--- config.mk ---
export PLATFORM = sky130hd
export DESIGN_NAME = fetch_queue
export DESIGN_NICKNAME = d
export VERILOG_FILES = /design/src/rtl/fetch_queue.sv
export SDC_FILE = /design/constraint.sdc
export NUM_CORES = 1
export LEC_CHECK = 0
export CORE_MARGIN = 2
export CORE_UTILIZATION = 45
export DETAILED_ROUTE_END_ITERATION = 16
export PLACE_DENSITY = 0.73
export SKIP_CTS_REPAIR_TIMING = 1
export SLEW_MARGIN = 30
export SYNTH_ARGS = -nofsm -noshare
export SYNTH_HDL_FRONTEND = slang
export SYNTH_SLANG_ARGS = --single-unit
--- constraint.sdc ---
create_clock -name clk -period 7.4 [get_ports clk]
set_input_delay 1.48 -clock clk [delete_from_list [all_inputs] [get_ports clk]]
set_output_delay 1.48 -clock clk [all_outputs]
set_load 0.005 [all_outputs]
--- src/rtl/fetch_queue.sv ---
// Instruction prefetch queue: issues sequential fetches over a req/ack port,
// buffers {pc, instruction} pairs and flushes/refetches on redirect.
module fetch_queue #(
  parameter int unsigned DEPTH    = 4,
  parameter logic [31:0] RESET_PC = 32'h0000_0000
) (
  input  logic                     clk,
  input  logic                     rst,
  output logic                     mem_req,
  output logic [31:0]              mem_addr,
  input  logic                     mem_ack,
  input  logic [31:0]              mem_rdata,
  input  logic                     deq,
  input  logic                     redirect,
  input  logic [31:0]              redirect_pc,
  output logic                     out_valid,
  output logic [31:0]              out_pc,
  output logic [31:0]              out_instru,
  output logic [$clog2(DEPTH):0]   count
);

  localparam int unsigned PW = $clog2(DEPTH);
  localparam int unsigned CW = PW + 1;
  localparam logic [CW-1:0] FULL = CW'(DEPTH);

  typedef enum logic [1:0] {
    IDLE    = 2'd0,
    WAIT    = 2'd1,
    DISCARD = 2'd2
  } state_t;

  state_t         state_q;
  logic [31:0]    fetch_pc_q;
  logic           mem_req_q;
  logic [31:0]    mem_addr_q;
  logic [CW-1:0]  count_q;
  logic [CW-1:0]  count_d;
  logic [PW-1:0]  rptr_q;
  logic [PW-1:0]  wptr_q;
  logic           push;
  logic           pop;

  logic [31:0]    pc_mem  [DEPTH];
  logic [31:0]    ins_mem [DEPTH];

  // Redirect overrides both push and pop; DISCARD acks never push.
  always_comb begin
    push    = 1'b0;
    pop     = 1'b0;
    count_d = count_q;
    if (redirect) begin
      count_d = '0;
    end else begin
      push    = (state_q == WAIT) && mem_ack;
      pop     = deq && (count_q != '0);
      count_d = count_q + {{PW{1'b0}}, push} - {{PW{1'b0}}, pop};
    end
  end

  always_ff @(posedge clk) begin
    if (push) begin
      pc_mem[wptr_q]  <= mem_addr_q;
      ins_mem[wptr_q] <= mem_rdata;
    end
  end

  // Fetch FSM, pointers and occupancy; mem_req/mem_addr are registered here.
  always_ff @(posedge clk) begin
    if (rst) begin
      state_q    <= IDLE;
      fetch_pc_q <= RESET_PC;
      mem_req_q  <= 1'b0;
      mem_addr_q <= RESET_PC;
      count_q    <= '0;
      rptr_q     <= '0;
      wptr_q     <= '0;
    end else begin
      count_q <= count_d;
      if (redirect) begin
        rptr_q <= '0;
        wptr_q <= '0;
      end else begin
        if (push) wptr_q <= wptr_q + {{(PW-1){1'b0}}, 1'b1};
        if (pop)  rptr_q <= rptr_q + {{(PW-1){1'b0}}, 1'b1};
      end

      case (state_q)
        IDLE: begin
          if (redirect) begin
            fetch_pc_q <= redirect_pc;
          end else if (count_d < FULL) begin
            state_q    <= WAIT;
            mem_req_q  <= 1'b1;
            mem_addr_q <= fetch_pc_q;
          end
        end
        WAIT: begin
          if (redirect) begin
            fetch_pc_q <= redirect_pc;
            if (mem_ack) begin
              state_q   <= IDLE;
              mem_req_q <= 1'b0;
            end else begin
              state_q <= DISCARD;
            end
          end else if (mem_ack) begin
            fetch_pc_q <= mem_addr_q + 32'd4;
            if (count_d < FULL) begin
              mem_addr_q <= mem_addr_q + 32'd4;
            end else begin
              state_q   <= IDLE;
              mem_req_q <= 1'b0;
            end
          end
        end
        DISCARD: begin
          // The abandoned request must complete before a new one may issue.
          if (redirect) fetch_pc_q <= redirect_pc;
          if (mem_ack) begin
            state_q   <= IDLE;
            mem_req_q <= 1'b0;
          end
        end
        default: begin
          state_q   <= IDLE;
          mem_req_q <= 1'b0;
        end
      endcase
    end
  end

  assign mem_req    = mem_req_q;
  assign mem_addr   = mem_addr_q;
  assign count      = count_q;
  assign out_valid  = (count_q != '0);
  assign out_pc     = out_valid ? pc_mem[rptr_q]  : 32'h0000_0000;
  assign out_instru = out_valid ? ins_mem[rptr_q] : 32'h0000_0000;

endmodule

; ---- Yosys cells after proc, flatten, opt, wreduce, memory -nomap -nowiden
; Memories as Yosys holds them, arrays and structs flattened. A register that Yosys moved wholly into a read port is not among the register bits.
; Index checks and enable logic that the tools add are counted.
; W data, S select, Z words.
[word_totals]
ff_bits = 74
ram_bits = 256
output_inout_bits = 101
wordCells = 74
memories = 2
[classes]
n_addsub = 5
n_lt_le_gt_ge = 1
n_eq_ne = 11
muxes = 36
reduce_logical = 12
[memory_table]
columns = memory, words, word_bits, rd, rd_clocked_by_memory_dff, write_ports, line
row1 = ins_mem, 4, 32, 1, 1, 1, 44  ; logic [31:0] ins_mem [DEPTH];
row2 = pc_mem, 4, 32, 1, 1, 1, 43  ; logic [31:0] pc_mem [DEPTH];
[op_table]
columns = op, count
row1 = $mux W32, 10
row2 = $pmux W32 S2, 2
row3 = $add A32 B3 Y32 const B, 1
row4 = $mux W2, 11
row5 = $mux W1, 10
row6 = $ne A2 B2 Y1 const B, 5
row7 = $ne A3 B3 Y1 const B, 2
row8 = $pmux W2 S3, 1
row9 = $reduce_and A6 Y1, 1
row10 = $reduce_and A5 Y1, 1
row11 = $add A2 B1 Y2 const B, 2
row12 = $ne A2 B1 Y1 const B, 2
row13 = $reduce_and A4 Y1, 1
row14 = $reduce_bool A2 Y1, 2
row15 = $reduce_or A2 Y1, 2
row16 = $add A3 B1 Y3, 1
row17 = $lt A3 B3 Y1 const B, 1
row18 = $mux W3, 1
row19 = $pmux W1 S3, 1
row20 = $reduce_and A3 Y1, 1
row21 = $reduce_bool A3 Y1, 1
row22 = $sub A3 B1 Y3, 1
row23 = $eq A2 B1 Y1 const B, 1
row24 = $eq A2 B2 Y1 const B, 1
row25 = other kinds (2), 3

; ---- Longest topological paths before layout
[depth]
ltp_word = 10
mapped_depth = 12

; ---- Worst setup path after synthesis
; OpenSTA, ideal clock, no wires.
[synth_path]
path_kind = input -> register
startpoint = input mem_ack
endpoint = register mem_addr_q[12], in the netlist mem_addr[12]
setup_time_ns = 0.128
arrival_ns = 3.955
required_ns = 7.272
slack_ns = 3.318
stages = 11
cell_sequence = nand3b_1 > ha_1 > inv_1 > ha_1 > fa_1 > xnor3_2 > or4_4 > buf_6 > a21o_1 > a22oi_1 > nor2_1
[synth_between]
elab_chain_len = 7
[synth_lines]
columns = element, line
row1 = "start, declared", 11  ; input logic mem_ack,
row2 = $logic_and A1 B1 Y1, 54  ; push = (state_q == WAIT) && mem_ack;
row3 = $add A3 B1 Y3, 56  ; count_d = count_q + {{PW{1'b0}}, push} - {{PW{1'b0}}, pop};
row4 = $sub A3 B1 Y3, 56
row5 = $mux W3, 51  ; if (redirect) begin
row6 = $lt A3 B3 Y1, "91, 108"
row7 = $ne A2 B1 Y1 (no source line) / $ne A2 B2 Y1 (equally long branches), --
row8 = $reduce_and A6 Y1 (no source line) *, --
row9 = "end signal, assigned", 94  ; mem_addr_q <= fetch_pc_q;
row10 = "end signal, assigned", 109  ; mem_addr_q <= mem_addr_q + 32'd4;
row11 = "end, declared", 35  ; logic [31:0] mem_addr_q;
; Every way passes the cells marked *; elsewhere a longest branch is shown, timed or not.
; A chain may end at the register's enable or synchronous reset.

; ---- Worst setup path after layout
; Same ends and word-level chain as after synthesis.

==> impl_metrics.json <==
{
  "status": "complete, no violations",
  "setup_violations": 0,
  "antenna_found_initial": 0,
  "arrival_ns": 4.89,
  "cap_violations": 0,
  "fin_util_pct": 56.19,
  "synth.avg_cell_area_um2": 14.94,
  "numCtsBuffers": 35,
  "nets": 1162,
  "initial_utilization_pct": 45.65,
  "path_class": "input port to flop",
  "clk_latency_ns": 0.50,
  "grt_max_degree": 72,
  "final_cell_mix": "edfxtp_1, clkdlybuf4s50_1, dfxtp_1",
  "rsz0062_at_grt": "no",
  "syn2layout_area_growth_pct": 23.08,
  "finClkSkew_ns": 0.01386,
  "min_path_type": "flop to flop",
  "ys_seq_elements": 332,
  "dr.pass1.iters": 5,
  "setup_tns_ns": 0,
  "fin_cells": 1507,
  "yosysWarnings": 0,
  "fin_crit_ns": 4.538,
  "wl_mm": 31.28,
  "start_kind": "input port",
  "cts_root_buf": "clkbuf_16",
  "ys_seq_area_share_pct": 65.94,
  "synth_flop_cell": "edfxtp_1",
  "drive_gt1_share_pct": 14.40,
  "grt_pass1_vias": 8418,
  "rows": 64,
  "post-place-ws_ns": 2.385,
  "port_buffers": 169,
  "postSynthCellCount": 935,
  "path_clk_slew_ns": 0.06,
  "cts_tree": "built",
  "multi_input_area_mm2": 0.004424,
  "period_share_pct": 61.33,
  "fmax_mhz": 220.4,
  "setup_slack_ns": 2.862,
  "async_flop_share_pct": 0,
  "ys_types": 66,
  "via_count": 8613,
  "max-vdd-ir-drop_v": 0.0001466,
  "vias_per_cell": 5.715,
  "syn_nets": 1012,
  "cts_num_sinks": 332,
  "regArea_mm2": 0.009216,
  "die_area_mm2": 0.03246,
  "synthesis.area_mm2": 0.01396,
  "die_y_um": 180.2,
  "crit_path_max_fanout": 21,
  "ant_nets": 0,
  "antenna_cells": 0,
  "fin_hold_ws_ns": 0.4516,
  "grt_usage_pct": 19.02,
  "synth-edff-count": 256,
  "dp.cells": 1443,
  "grt_pass1_wl_mm": 48.91,
  "relSlewSlack_pct": 37.57,
  "dr.first_iter.drc_count": 718,
  "maxSlewViolCount": 0,
  "crit_required_ns": 7.76,
  "tightest_slew_ns": 0.9352,
  "dp_hpwl_mm": 18.95,
  "end_kind": "flop",
  "htreeDepth": 2,
  "core-area_mm2": 0.03059,
  "gp_congestion": 0.8372,
  "fillers": 2469,
  "mostFrequentLayoutCell": "edfxtp_1",
  "drc": 0,
  "clock_tree.buffer_depth": 3,
  "power.leakage_uw": 0.005514,
  "grt_overflow": 0,
  "p_per_area_mw_per_mm2": 246.2,
  "io_pins": 170,
  "post_drt_wl_per_cell_um": 20.76,
  "die_w_um": 180.2,
  "hold_violations": 0
}
## final timing paths
check	startpoint	slack (ns)	cells after the start	endpoint
hold reg to reg	fetch_pc_q[22]	0.45	2	fetch_pc_q[22]
setup reg to reg	count[1]	3.33	12	mem_addr[12]
hold / removal	fetch_pc_q[22]	0.45	2	fetch_pc_q[22]
setup / recovery	mem_ack	2.86	11	mem_addr[12]
## stage by stage
step | power [µW] | area (µm²)
after floorplan | 2324 | 13960
after global placement | 2511 | 15980
final | 4232 | 17190
after detailed placement | 2520 | 16000
after CTS | 4271 | 17170
after global routing | 4383 | 17190
## logic make-up (layout without fill, tap and decap cells)
group	after synthesis	after routing	share of synthesized area, %
AOI/OAI and AO/OA	144	144	7.105
adders and majority gates	8	8	0.7705
xor gates and xnor gates	30	30	1.989
DFF	332	332	65.94
and+or+nand+nor	269	269	11.18
muxes	66	66	10.47
buffers and inverters	86	262	2.545
## where the power goes
group	switching (µW)	total, µW	internal (µW)
Combinational	167	356	189
Sequential	67.6	2120	2060
Clock	680	1750	1070
## sequential cells by signal, indices dropped and copies added, names as in the netlist, named ones only
signal,flops
rptr_q,2
mem_addr,32
count,3
pc_mem,128
state_q,2
mem_req,1
fetch_pc_q,32
ins_mem,128
wptr_q,2
## critical path, stage by stage
cell and delay, ns:
clkdlybuf4s50_1 0.58, nand3b_1 0.25, ha_1 0.40, inv_1 0.04
ha_1 0.18, fa_1 0.36, xnor3_2 0.49, or4_4 0.68
a21o_1 0.21, a22oi_1 0.14, nor2_1 0.05
## cell type report
class                   instances  area share (%)
well taps                     396           2.883
repair buffers                184           10.66
flip-flops and latches        332           53.62
clock inverters                17           1.070
inverters                      15          0.3276
clock buffers                  46           5.700
multi-input cells             517           25.74
## cell usage after synthesis, types with 8 or more instances
cell | n | share of area, %
clkbuf_1 | 46 | 1.2
o22ai_1 | 15 | 0.67
inv_1 | 15 | 0.40
edfxtp_1 | 256 | 55
nor3_1 | 24 | 0.86
nand3_1 | 15 | 0.54
o21ai_0 | 17 | 0.61
a32oi_1 | 16 | 1.0
nor4_1 | 10 | 0.45
and2_1 | 71 | 3.2
dfxtp_1 | 76 | 11
nand2_1 | 46 | 1.2
xnor2_1 | 21 | 1.3
nor2_1 | 42 | 1.1
xor2_1 | 8 | 0.50
a21oi_1 | 33 | 1.2
buf_2 | 20 | 0.72
mux4_2 | 64 | 10
## routing by layer
| layer | routed length, µm | vias to the layer above | GRT usage (%) |
|---|---|---|---|
| met2 | 14770 | 298 | 30.35 |
| met1 | 13850 | 4345 | 27.24 |
| met4 | 508 | 0 | 4.452 |
| met3 | 2146 | 42 | 3.577 |
| li1 | - | 3928 | - |
| met5 | 0 | - | 0 |
Note: power is estimated with default switching activity, not from simulation.
